**config.mk**
```make
export PLATFORM = sky130hd
export DESIGN_NAME = accum_dump_ctrl
export DESIGN_NICKNAME = d
export VERILOG_FILES = /design/src/rtl/usrp_dsp_pkg.sv /design/src/rtl/accum_load.sv /design/src/rtl/accum_dump_ctrl.sv
export SDC_FILE = /design/constraint.sdc
export NUM_CORES = 1
export LEC_CHECK = 0
export BUFFER_PORTS_ARGS = -buffer_cell sky130_fd_sc_hd__buf_2
export CORE_ASPECT_RATIO = 0.6
export CORE_MARGIN = 2
export CORE_UTILIZATION = 59
export CTS_BUF_LIST = sky130_fd_sc_hd__clkbuf_4 sky130_fd_sc_hd__clkbuf_8
export CTS_CLUSTER_SIZE = 24
export DETAILED_ROUTE_END_ITERATION = 16
export PLACE_DENSITY = 0.8
export RECOVER_POWER = 50
export SLEW_MARGIN = 30
export SYNTH_ARGS = -nofsm -noshare
export SYNTH_HDL_FRONTEND = slang
export SYNTH_SLANG_ARGS = --single-unit
```
**constraint.sdc**
```tcl
create_clock -name clock -period 3.27 [get_ports clock]
set_input_delay 0.1635 -clock clock [delete_from_list [all_inputs] [get_ports clock]]
set_output_delay 0.1635 -clock clock [all_outputs]
set_load 0.1 [all_outputs]
```
**src/rtl/usrp_dsp_pkg.sv**
```systemverilog
// Shared DSP definitions: default datapath widths and the integrate-and-dump
// controller state encoding.
package usrp_dsp_pkg;

  localparam int WIDTH_DEF = 32;
  localparam int CNT_W_DEF = 16;

  typedef enum logic {
    ST_IDLE  = 1'b0,
    ST_ACCUM = 1'b1
  } state_e;

endpackage

```
**src/rtl/accum_load.sv**
```systemverilog
// Registered accumulator with clock enable and synchronous load.
// The next value is also exposed combinationally, so a completing sample can be
// captured into a holding register on the same edge it is accumulated.
module accum_load
  import usrp_dsp_pkg::*;
#(
  parameter int WIDTH = WIDTH_DEF
) (
  input  logic             clock,
  input  logic             reset,
  input  logic             clken,
  input  logic             sload,
  input  logic [WIDTH-1:0] data_in,
  output logic [WIDTH-1:0] next_sum
);

  logic [WIDTH-1:0] acc_q;
  logic [WIDTH-1:0] acc_d;

  // Compute the load-or-add result and the held accumulator value.
  always_comb begin
    // NOTE: every always_comb output is assigned on all paths, so no latch is inferred.
    next_sum = sload ? data_in : acc_q + data_in;
    acc_d    = clken ? next_sum : acc_q;
  end

  // Accumulator register; the async clear is used only by reset.
  always_ff @(posedge clock or posedge reset) begin
    // NOTE: sequential state uses non-blocking assignments so all flops update together.
    if (reset) acc_q <= '0;
    else       acc_q <= acc_d;
  end

endmodule

```
**src/rtl/accum_dump_ctrl.sv**
```systemverilog
// Integrate-and-dump controller: sums N strobed samples into a frame total and
// presents it on a valid/ready holding register, with sticky overrun when an
// unconsumed total is overwritten. Back-to-back frames have no dead cycle.
module accum_dump_ctrl
  import usrp_dsp_pkg::*;
#(
  parameter int WIDTH = WIDTH_DEF,
  parameter int CNT_W = CNT_W_DEF
) (
  input  logic             clock,
  input  logic             reset,
  input  logic             enable,
  input  logic [CNT_W-1:0] len,
  input  logic             strobe_in,
  input  logic [WIDTH-1:0] data_in,
  input  logic             clear_ovr,
  output logic [WIDTH-1:0] sum_out,
  output logic             valid_out,
  input  logic             ready_in,
  output logic             overrun,
  output logic             busy
);

  state_e           state_q, state_d;
  logic [CNT_W-1:0] cnt_q, cnt_d;
  logic [CNT_W-1:0] len_q, len_d;
  logic [WIDTH-1:0] sum_q, sum_d;
  logic             valid_q, valid_d;
  logic             overrun_q, overrun_d;
  logic             busy_q, busy_d;

  logic             strobe_en;
  logic             first;
  logic             complete;
  logic [WIDTH-1:0] next_sum;

  // Frame bookkeeping. cnt_q counts samples already in the accumulator, so in
  // ACCUM the incoming strobe completes the frame when cnt_q == len_q; this
  // covers N = 2^CNT_W without a wider counter.
  always_comb begin
    strobe_en = strobe_in && enable;
    first     = strobe_en && (state_q == ST_IDLE);
    complete  = strobe_en && ((state_q == ST_IDLE) ? (len == '0) : (cnt_q == len_q));

    state_d   = state_q;
    cnt_d     = cnt_q;
    len_d     = first ? len : len_q;

    if (!enable) begin
      state_d = ST_IDLE;
      cnt_d   = '0;
    end else if (complete) begin
      state_d = ST_IDLE;
      cnt_d   = '0;
    end else if (first) begin
      state_d = ST_ACCUM;
      cnt_d   = CNT_W'(1);
    end else if (strobe_en) begin
      cnt_d   = cnt_q + CNT_W'(1);
    end

    busy_d = (state_d == ST_ACCUM);
  end

  // Output register, handshake and sticky overrun; a completion always wins.
  always_comb begin
    sum_d     = complete ? next_sum : sum_q;
    valid_d   = valid_q;
    overrun_d = overrun_q;

    if (complete)                 valid_d = 1'b1;
    else if (valid_q && ready_in) valid_d = 1'b0;

    if (complete && valid_q && !ready_in) overrun_d = 1'b1;
    else if (clear_ovr)                   overrun_d = 1'b0;
  end

  // Shared accumulator: every accepted strobe adds, a frame-start strobe loads.
  accum_load #(
    .WIDTH (WIDTH)
  ) u_accum (
    .clock    (clock),
    .reset    (reset),
    .clken    (strobe_en),
    .sload    (first),
    .data_in  (data_in),
    .next_sum (next_sum)
  );

  // Controller state and registered outputs.
  always_ff @(posedge clock or posedge reset) begin
    if (reset) begin
      state_q   <= ST_IDLE;
      cnt_q     <= '0;
      len_q     <= '0;
      sum_q     <= '0;
      valid_q   <= 1'b0;
      overrun_q <= 1'b0;
      busy_q    <= 1'b0;
    end else begin
      state_q   <= state_d;
      cnt_q     <= cnt_d;
      len_q     <= len_d;
      sum_q     <= sum_d;
      valid_q   <= valid_d;
      overrun_q <= overrun_d;
      busy_q    <= busy_d;
    end
  end

  assign sum_out   = sum_q;
  assign valid_out = valid_q;
  assign overrun   = overrun_q;
  assign busy      = busy_q;

endmodule

```
==> impl_metrics.tcl <==
set metrics [dict create \
    setup_tns_ns 0 \
    synthArstFlopShare 1.00 \
    synth-edff-count 0 \
    p_seq_frac 0.342 \
    relSlewSlack -0.344 \
    drc_errors 0 \
    pwr-share-comb 0.475 \
    violations "max-capacitance violations, max-slew violations" \
    swShare 0.427 \
    ys.flop_type "dfrtp_1" \
    num_vias 5851 \
    firstDrtPassIters 5 \
    syn_area_mm2 0.00619 \
    critPathKind "reg2reg" \
    p_int_mw 2.59 \
    drtAntennaViolNets 0 \
    syn_nets 813 \
    placed_area_mm2 0.00678 \
    rows 28 \
    end_kind "register" \
    p_leak_nw 3.35 \
    antenna_found_initial 0 \
    drv_slew 53 \
    fp.dieArea_mm2 0.0113 \
    vias_per_cell 6.06 \
    worst_hold_path_type "in2reg" \
    maxCapViolCount 1 \
    place_hpwl_um 12100 \
    crit_arrival_ns 3.38 \
    worst_pin_slew_ns 2.02 \
    synth-seq-cells 99 \
    fin_crit_sh 0.943 \
    final_common_cell "nand2_1" \
    ioPinCount 89 \
    max-vdd-ir-drop_mv 0.402 \
    power_density_mw_per_mm2 638 \
    syn_area_per_cell_um2 8.52 \
    path_clk_slew_ns 0.11 \
    clock_latency_ns 0.39 \
    dieWidth_um 136 \
    core_mm2 0.0100 \
    first_iter_violations 470 \
    fmax_mhz 324 \
    grt_pass1_wl_um 27000 \
    fillers 789 \
    rsz0062_at_grt "no" \
    worstHoldStart "len[0]" \
    cts_tree "done" \
    synth_cells 726 \
    antenna_cells 0 \
    fin_skew_ns 0.0135 \
    final_cell_mix "nand2_1 (133), dfrtp_1 (99), nor2_1 (83), buf_2 (58), a21oi_1 (50)" \
    p_clk_frac 0.183 \
    wl_per_cell_um 17.1 \
    crit_path_start_kind "register" \
    routed_wirelength_um 16500 \
    num-nets-final 912 \
    crit_fanout 5 \
    status "finished, violations left" \
    grtUsageTotal 0.299 \
    root_buffer "clkbuf_8" \
    io_buffers 88 \
    fin_crit_ns 3.08 \
    yosysSeqAreaShare 0.400 \
    p_switching_mw 1.93 \
    finalHoldViolCount 0 \
    numCtsBuffers 9 \
    critPathLaunch "u_accum.acc_q[0]" \
    r2r-start "u_accum.acc_q[0]" \
    drive_gt1_frac 0.118 \
    clock-sinks 99 \
    synth.distinct_cells 64 \
    critical_path_required_ns 3.57 \
    start_util 0.617 \
    cts.path.max_buffers 2 \
    grt_pass1_vias 5452 \
    htreeDepth 3 \
    gr-total-overflow 0 \
    final_cell_area_mm2 0.00709 \
    grt_start_max_net_pins 54 \
    syn_to_final_growth_pct 14.6 \
    ys_warn_count 0 \
    globalplace.congestion 0.915 \
    die_y_um 83.3 \
    setup_viol 0 \
]
[flip-flops by register name, summed over array words and instances, names as in the netlist]
name and count:
len_q 16, sum_out 32, busy 1, valid_out 1
overrun 1, cnt_q 16, u_accum.acc_q 32
[routing by layer]
metal,track usage,vias up,share of wire
met4,0.0881,0,0.020
met2,0.430,319,0.42
met5,0,-,0
met1,0.447,2751,0.47
li1,-,2745,-
met3,0.0678,36,0.092
[through the flow]
stage | util | power [mW] | worst slack [ns] | hold WS [ns] | cells
floorplan | - | 3.19 | 0.516 | 0.269 | 726
global placement | 0.677 | 3.57 | 0.277 | 0.297 | 934
detailed placement | 0.677 | 3.65 | 0.194 | 0.310 | 934
CTS | 0.712 | 4.50 | 0.158 | 0.00211 | 965
global route | 0.708 | 4.83 | 0.0246 | 0.0179 | 965
finish | 0.708 | 4.52 | 0.186 | 0.0163 | 965
[power groups by stage]
| stage | sequential (mW) | clock [mW] | combinational, mW |
|---|---|---|---|
| floorplan | 1.65 | 0 | 1.54 |
| global placement | 1.55 | 0 | 2.02 |
| detailed placement | 1.57 | 0 | 2.08 |
| CTS | 1.54 | 0.843 | 2.11 |
| global route | 1.57 | 0.887 | 2.37 |
| finish | 1.55 | 0.828 | 2.15 |
[kinds of logic after synthesis]
group,count (synthesis),share of synthesized area
and+or+nand+nor,304,0.217
AOI/OAI and AO/OA,174,0.178
DFF,99,0.400
xor gates and xnor gates,56,0.0805
buffers and inverters,43,0.0281
adders and majority gates,33,0.0680
muxes,17,0.0275
[Yosys cell counts (11+ instances only)]
library cell | number | area (um2)
nand2_1 | 133 | 499
dfrtp_1 | 99 | 2480
nor2_1 | 84 | 315
a21oi_1 | 50 | 250
o21ai_0 | 42 | 210
ha_1 | 32 | 400
nand3_1 | 30 | 150
xor2_1 | 30 | 263
xnor2_1 | 25 | 219
clkbuf_1 | 18 | 67.6
mux2i_1 | 17 | 170
a31oi_1 | 16 | 100
inv_1 | 15 | 56.3
a21o_1 | 11 | 82.6
nand4_1 | 11 | 68.8
[critical path, stage by stage (launching register included)]
cell and delay [ns]:
dfrtp_1 0.41, ha_1 0.21, fa_1 0.41, a21o_1 0.21, a221o_1 0.38, o21ai_4 0.24, o21ai_2 0.13, o31ai_4 0.38
o21ai_1 0.16, xor2_1 0.21, mux2i_1 0.10, o21ai_0 0.15
[worst paths after layout]
kind,endpoint,slack (ns),cells past startpoint
max in group asynchronous,u_accum.acc_q[16],0.70,4
hold reg to reg,u_accum.acc_q[20],0.50,2
hold / removal,len_q[0],0.02,3
setup / recovery,u_accum.acc_q[28],0.19,11
setup reg to reg,u_accum.acc_q[28],0.19,11
min in group asynchronous,sum_out[30],0.99,3
[area by class of cell]
cell class	instances	area, um2	share of cell area
Tap cell	135	169	0.0238
Inverter	16	60.1	0.00847
Clock buffer	9	124	0.0175
Clock inverter	7	75.1	0.0106
Sequential cell	99	2480	0.349
Timing Repair Buffer	115	634	0.0895
Multi-Input combinational cell	584	3550	0.501
[repair_timing]
item / in CTS / in global routing
endpoints found under the hold margin: 64 / 0
gates resized for setup: 0 / 1
endpoints found under the setup margin: 0 / 4
buffers inserted: 0 / 0
hold buffers: 15 / 0
No activity file was read; power rests on OpenSTA's default activity.
